`config.mk`:
```
export PLATFORM = sky130hd
export DESIGN_NAME = shot_responder
export DESIGN_NICKNAME = d
export VERILOG_FILES = /design/src/rtl/shot_responder.sv
export SDC_FILE = /design/constraint.sdc
export NUM_CORES = 1
export LEC_CHECK = 0
export ABC_AREA = 0
export BUFFER_PORTS_ARGS = -buffer_cell sky130_fd_sc_hd__buf_2
export CORE_ASPECT_RATIO = 1.4
export CORE_MARGIN = 1.5
export CORE_UTILIZATION = 35
export CTS_BUF_LIST = sky130_fd_sc_hd__clkbuf_8
export CTS_CLUSTER_DIAMETER = 40
export DETAILED_ROUTE_END_ITERATION = 16
export PLACE_DENSITY = 0.55
export SYNTH_ARGS = -nofsm -noshare
export SYNTH_HDL_FRONTEND = slang
export SYNTH_SLANG_ARGS = --single-unit
export TNS_END_PERCENT = 1
```
`constraint.sdc`:
```
create_clock -name clk -period 3.45 [get_ports clk]
set_input_delay 0.345 -clock clk [delete_from_list [all_inputs] [get_ports clk]]
set_output_delay 0.345 -clock clk [all_outputs]
set_load 0.01 [all_outputs]
```
`src/rtl/shot_responder.sv`:
```
// rtl/shot_responder.sv - own-board shot responder: ship placement, shot lookup, response handshake
//
// Ports:
//   clk, rst          system clock; synchronous active-high reset
//   armed             0 = placement phase, 1 = battle phase
//   board_clr         one-cycle pulse that wipes the board and counters
//   place_valid/addr  mark one own ship cell ([7:4] row, [3:0] col)
//   shot_valid/addr   opponent shot; accepted when shot_ready is also high
//   shot_ready        shot accepted this cycle if shot_valid is high
//   msg_valid/out     response: 01 miss, 10 hit, 11 fleet destroyed; held until msg_ack
//   msg_ack           consumer has taken the response
//   cells_placed      ship cells marked (saturates at 15)
//   cells_left        ship cells not yet hit

module shot_responder (
    input  logic       clk,
    input  logic       rst,
    input  logic       armed,
    input  logic       board_clr,
    input  logic       place_valid,
    input  logic [7:0] place_addr,
    input  logic       shot_valid,
    input  logic [7:0] shot_addr,
    output logic       shot_ready,
    output logic       msg_valid,
    output logic [1:0] msg_out,
    input  logic       msg_ack,
    output logic [3:0] cells_placed,
    output logic [3:0] cells_left
);

    typedef enum logic [1:0] {IDLE, LOOKUP, RESPOND, DONE} state_t;

    localparam logic [1:0] MSG_NONE = 2'b00;
    localparam logic [1:0] MSG_MISS = 2'b01;
    localparam logic [1:0] MSG_HIT  = 2'b10;
    localparam logic [1:0] MSG_SUNK = 2'b11;

    state_t      state;
    logic [99:0] ship_map;
    logic [99:0] hit_map;
    logic [7:0]  shot_q;

    function automatic logic on_board(input logic [7:0] a);
        return (a[7:4] <= 4'd9) && (a[3:0] <= 4'd9);
    endfunction

    function automatic logic [6:0] cell_idx(input logic [7:0] a);
        return {3'b000, a[7:4]} * 7'd10 + {3'b000, a[3:0]};
    endfunction

    logic [6:0] place_idx;
    logic [6:0] shot_idx;
    logic       place_ok;
    logic       fresh_hit;
    logic       shot_take;

    assign place_idx = cell_idx(place_addr);
    assign shot_idx  = cell_idx(shot_q);

    // Off-board addresses are filtered before the map bit is used, so an
    // out-of-range index never influences the decision.
    assign place_ok  = on_board(place_addr) && !ship_map[place_idx] && (cells_placed != 4'd15);
    assign fresh_hit = on_board(shot_q) && ship_map[shot_idx] && !hit_map[shot_idx];

    // Ready is withheld while reset or a board clear is pending so that a
    // shot is never reported as taken in a cycle that discards it.
    assign shot_ready = !rst && !board_clr &&
                        (((state == IDLE) && armed) || (state == DONE));
    assign shot_take  = shot_valid && shot_ready;

    always_ff @(posedge clk) begin
        if (rst || board_clr) begin
            state        <= IDLE;
            ship_map     <= '0;
            hit_map      <= '0;
            shot_q       <= '0;
            cells_placed <= '0;
            cells_left   <= '0;
            msg_valid    <= 1'b0;
            msg_out      <= MSG_NONE;
        end else begin
            case (state)
                IDLE: begin
                    if (shot_take) begin
                        shot_q <= shot_addr;
                        state  <= LOOKUP;
                    end else if (!armed && place_valid && place_ok) begin
                        ship_map[place_idx] <= 1'b1;
                        cells_placed        <= cells_placed + 4'd1;
                        cells_left          <= cells_left + 4'd1;
                    end
                end
                LOOKUP: begin
                    state     <= RESPOND;
                    msg_valid <= 1'b1;
                    // A fresh hit implies an unhit ship cell, so cells_left >= 1 here.
                    if (fresh_hit) begin
                        hit_map[shot_idx] <= 1'b1;
                        cells_left        <= cells_left - 4'd1;
                        msg_out           <= (cells_left == 4'd1) ? MSG_SUNK : MSG_HIT;
                    end else begin
                        msg_out <= MSG_MISS;
                    end
                end
                RESPOND: begin
                    if (msg_ack) begin
                        msg_valid <= 1'b0;
                        msg_out   <= MSG_NONE;
                        state     <= ((cells_left == 4'd0) && (cells_placed != 4'd0)) ? DONE : IDLE;
                    end
                end
                DONE: begin
                    // Fleet is gone: every further shot is answered without a lookup.
                    if (shot_take) begin
                        msg_valid <= 1'b1;
                        msg_out   <= MSG_SUNK;
                        state     <= RESPOND;
                    end
                end
                default: state <= IDLE;
            endcase
        end
    end

endmodule

```
# == Word level (Yosys, flattened, before mapping) ==
# Cells that the tools add are included.
# classes
mul,2
n_bitwise,3
muxes,27
reduce_logical,33
eq_ne,11
order_cmp,8
add_sub_neg,5
# ops
operator,n
$or A100 B100 Y100,2
$bmux W1 S7,3
$le A4 B4 Y1 const B,4
$lt A7 B8 Y1 const B,2
$logic_and A1 B1 Y1,15
$add A7 B4 Y7,2
$demux W1 S7,2
$ge A7 B1 Y1 const B,2
$mux W2,7
$mul A4 B3 Y6 const B,2
$mux W4,3
$ne A2 B2 Y1 const B,5
$reduce_and A3 Y1,3
$add A4 B1 Y4 const B,2
$mux W1,8
$pmux W2 S4,1
$pmux W4 S2,1
$pmux W2 S3,1
$logic_not A1 Y1,5
$eq A2 B2 Y1 const B,2
$eq A4 B1 Y1 const B,1
$logic_not A4 Y1,1
$ne A4 B4 Y1 const B,1
$reduce_and A2 Y1,2
other kinds (11),12
# totals
ff_bits,221
input_bits,23

# == Longest topological paths before layout ==
# depth
ltp_word,11
mapped_depth,16
depth_no_buf,13

# == Worst setup path before layout ==
# Ideal clock, no wire load.
# synth_path
kind,input -> register
start,input place_addr[5]
end,register ship_map[69]
setup_slack_ns,-0.351
setup_ns,0.067
stages,15
arrival_ns,3.734
cell_sequence,ha_1 -> ha_1 -> inv_1 -> fa_1 -> nand2b_1 -> a21oi_1 -> xor2_1 -> or2_0 -> o31ai_1 -> or4_4 -> or2_1 -> buf_6 -> or3_4 -> buf_6 -> o21ai_2
# synth_between
elab_chain_cells,9
word_cells_on_any_way,17
# synth_lines
item,line_no,source
start: declaration,21,"input logic [7:0] place_addr,"
$mul A4 B3 Y6,49,"return {3'b000, a[7:4]} * 7'd10 + {3'b000, a[3:0]};"
$add A7 B4 Y7,49,
$bmux W1 S7,63,assign place_ok = on_board(place_addr) && !ship_map[place_idx] && (cells_placed != 4'd15);
$mux W1 (not written as such),63,
$logic_not A1 Y1,63,
$logic_and A1 B1 Y1 (2 in series),63,
$logic_and A1 B1 Y1,88,end else if (!armed && place_valid && place_ok) begin
$reduce_and A3 Y1 (no line),-,
end signal: assignment,75,ship_map <= '0;
end signal: indexed assignment,89,ship_map[place_idx] <= 1'b1;
end: declaration,40,logic [99:0] ship_map;
# Parallel ways exist; a longest one is shown, timed or not. The select of a mux whose other input is x is not followed.
# A chain may end at the register's enable or synchronous reset.

# == Final worst setup path ==
# layout_path
start,register shot_q[4]
end,register hit_map[68]
# layout_between
elab_chain_cells,7
word_cells_on_any_way,18
# layout_lines
item,line_no,source
start: declaration,42,logic [7:0] shot_q;
start signal: assignment,86,shot_q <= shot_addr;
$mul A4 B3 Y6,49,
$add A7 B4 Y7,49,
"$lt A7 B8 Y1 (not written as such), or another cell as far along",99,hit_map[shot_idx] <= 1'b1;
$logic_and A1 B1 Y1 (not written as such) or $mux W1 (tied branches),"99, 64",
"$mux W1 (not written as such), or another cell as far along",99,
$demux W1 S7 or $logic_and A1 B1 Y1 (tied branches),"99, 64",
$or A100 B100 Y100 (no line) or $reduce_and A2 Y1 (tied branches),-,
end signal: assignment,76,hit_map <= '0;
end signal: indexed assignment,99,
end: declaration,41,logic [99:0] hit_map;
# Parallel ways exist; a longest one is shown, timed or not. The select of a mux whose other input is x is not followed.

==> results.sh <==
export IMPL_critical_path_class="reg -> reg"
export IMPL_place_area_um2=13200
export IMPL_ant_nets=0
export IMPL_rr_worst_depth=15
export IMPL_avgSynthCellArea_um2=9.69
export IMPL_p_comb_frac=0.140
export IMPL_first_global_vias=10400
export IMPL_swShare=0.277
export IMPL_synth_area_top_cells="dfxtp_1, a22o_1, a32o_1, mux4_2, mux2i_1"
export IMPL_wirelength_mm=39.5
export IMPL_r2r_start="shot_q[4]"
export IMPL_fmax_ghz=0.266
export IMPL_holdPathEnd="shot_q[3]"
export IMPL_synth_seq_cells=221
export IMPL_drt_iter0_drc=755
export IMPL_violations="setup timing"
export IMPL_synth_distinct_cells=74
export IMPL_first_pass_iters=5
export IMPL_grtUsageTotal=0.236
export IMPL_grt_ovfl_total=0
export IMPL_synth_adder_area_share=0.0297
export IMPL_synth_top_area_share=0.398
export IMPL_finalPower_w=0.00575
export IMPL_avgRoutedWirePerCell_um=22.5
export IMPL_drive_gt1_frac=0.313
export IMPL_rsz0062_at_grt="yes"
export IMPL_r2r_slack_ps=-310
export IMPL_ys_async_sr_fraction=0
export IMPL_pwr_share_clk=0.415
export IMPL_port_buffers=34
export IMPL_intPower_w=0.00416
export IMPL_whs_ps=22.1
export IMPL_use_met3=0.0306
export IMPL_die_x_um=154
export IMPL_die_y_um=214
export IMPL_power_density_nw_per_um2=404
export IMPL_crit_path_start_kind="register"
export IMPL_met1_usage=0.277
export IMPL_arrival_ps=4250
export IMPL_use_met2=0.417
export IMPL_post_route_min_period_ps=3760
export IMPL_crit_path_end_kind="register"
export IMPL_hp_class="in -> reg"
export IMPL_synthTopCellsByCount="dfxtp_1, a22o_1, nand2_1, a32o_1, clkbuf_1"
export IMPL_finalMaxSlewViolations=0
export IMPL_cts_tree="yes"
export IMPL_p_seq_frac=0.445
export IMPL_nFillCells=3043
export IMPL_muxShareOfSynthArea=0.102
export IMPL_cts_sinks=221
export IMPL_path_clk_slew_ps=60
export IMPL_synth_xor_area_frac=0.0173
export IMPL_tightest_slew_ps=1210
export IMPL_gp_congestion=0.952
export IMPL_clockBufferDepth=3
export IMPL_min_period_over_period=1.09
export IMPL_via_per_inst=5.89
export IMPL_cts_buffers=39
export IMPL_peakVddDrop_v=0.000326
export IMPL_hold_path_depth=3
export IMPL_synth_net_count=1196
export IMPL_r2r_end="hit_map[68]"
export IMPL_p_leak_nw=5.58
export IMPL_synth_top_family_by_area="compound AO/OA/AOI/OAI gates"
export IMPL_required_ps=3940
export IMPL_antenna_found_initial=1
export IMPL_ys_seq_area_frac=0.398
export IMPL_synth_cells=1149
export IMPL_final_area_um2=14200
export IMPL_dieArea_um2=32900
export IMPL_synth_compound_area_frac=0.271
export IMPL_core_area_um2=31400
export IMPL_grt_busiest_layer="met2"
export IMPL_maxCapViolations=0
export IMPL_fp_row_count=77
export IMPL_fin_nets=1379
export IMPL_worstPathMaxFanout=14
export IMPL_grt_max_degree=101
export IMPL_synth_area_um2=11100
export IMPL_synthFlopType="dfxtp_1"
export IMPL_setup_viol_count_final=99
export IMPL_drc_errors=0
export IMPL_p_switching_w=0.00159
export IMPL_finalHoldViolCount=0
export IMPL_dp_slack_ps=-469
export IMPL_yosysMostFrequentCell="dfxtp_1"
export IMPL_ios=35
export IMPL_yosys_area_top_type="dfxtp_1"
export IMPL_num_vias=10300
export IMPL_clk_insertion_delay_late_ps=580
export IMPL_grt_pass1_wl_mm=60.7
export IMPL_skew_ps=35.3
export IMPL_htreeDepth=2
export IMPL_relSlewSlack=0.192
export IMPL_layout_setup_ws_ps=-309
export IMPL_start_util=0.354
export IMPL_synth_warnings=0
export IMPL_worst_hold_startpoint="shot_addr[3]"
export IMPL_synth_edf_count=0
export IMPL_areaGrowthSynthToFinish_pct=27.9
export IMPL_dpl_hpwl_mm=28.1
export IMPL_synthSimpleGateAreaFrac=0.128
export IMPL_status="finished with violations"
export IMPL_cts_root_buf="clkbuf_8"
==> layer usage <==
layer / vias up / share of wire
met5: - / 0
met4: 0 / 0.050
met3: 115 / 0.043
met2: 317 / 0.51
met1: 5125 / 0.40
li1: 4790 / -
==> worst max path at each step <==
| stage | cells after the start | to | slack [ps] | start |
|---|---|---|---|---|
| after global placement | 15 | ship_map[13] | -480 | place_addr[1] |
| after CTS | 13 | cells_left[3] | -320 | shot_q[4] |
| final | 15 | hit_map[68] | -310 | shot_q[4] |
| after global routing | 14 | hit_map[67] | -370 | shot_q[4] |
| after detailed placement | 15 | ship_map[13] | -470 | place_addr[1] |
| after floorplan | 15 | ship_map[93] | -140 | place_addr[5] |
==> final cells by class <==
type                            instances  area (um2)  area share
Clock buffer                           48         661      0.0464
Clock inverter                         22         104     0.00729
Inverter                               30         116     0.00817
Multi-Input combinational cell        793        6390       0.449
Tap cell                              395         494      0.0347
Sequential cell                       221        4430       0.311
Antenna cell                            1        2.50    0.000176
Timing Repair Buffer                  247        2040       0.144
==> registers in the layout, summed over array words and instances (netlist names) <==
signal	count
cells_placed	4
ship_map	100
shot_q	8
cells_left	4
state	2
msg_out	2
hit_map	100
msg_valid	1
==> critical path, cell delays in order (launching register included) <==
cell,delay [ps]
dfxtp_2,340
ha_4,160
fa_2,560
buf_12,190
buf_6,160
nand2_1,170
o221ai_1,130
a221oi_1,600
o221ai_2,160
o211ai_1,140
o21ai_2,120
buf_6,150
nor4_4,260
buf_6,190
clkbuf_16,180
a32o_1,160
==> repair_timing <==
item                       4_1_cts  5_1_grt
hold buffers                     0        0
pin swaps                        1       31
setup endpoints to repair      105      146
resized for setup                7       30
gates cloned                     0        3
setup buffers                    0        3
==> cell families (layout without fill, tap and decap cells) <==
kind of cell | count (synthesis) | after routing
AO/OA/AOI/OAI | 379 | 379
XOR/XNOR | 22 | 22
adder cells (fa/ha/maj) | 24 | 24
buffers and inverters | 135 | 347
flip-flops | 221 | 221
multiplexers | 87 | 87
other | 0 | 1
AND/OR/NAND/NOR | 281 | 281
==> cells in the final DEF, fill, tap and decap left out, drive strengths merged, types with 20 or more instances in the layout <==
master  instances
inv            41
a21oi          34
a32o           69
nor2           53
nand3          26
a22o           99
o21ai          60
mux2i          37
nor3           22
ha             20
clkbuf         50
buf           245
dfxtp         221
mux2           32
nand2          89
==> power by group through the flow <==
stage,clock network [W],logic [W],registers [W]
detailed placement,0,0.000782,0.00262
global route,0.00255,0.000856,0.00256
CTS,0.00243,0.000787,0.00256
finish,0.00238,0.000806,0.00256
global placement,0,0.000784,0.00262
floorplan,0,0.000396,0.00261
==> per-stage QoR <==
| step | util | TNS (ps) | cells |
|---|---|---|---|
| global route | 0.453 | -30920 | 1757 |
| CTS | 0.446 | -23610 | 1750 |
| floorplan | - | -4090 | 1149 |
| finish | 0.453 | -22310 | 1757 |
| global placement | 0.420 | -59770 | 1680 |
| detailed placement | 0.420 | -63590 | 1680 |
Power figures use the tool's default switching activity.
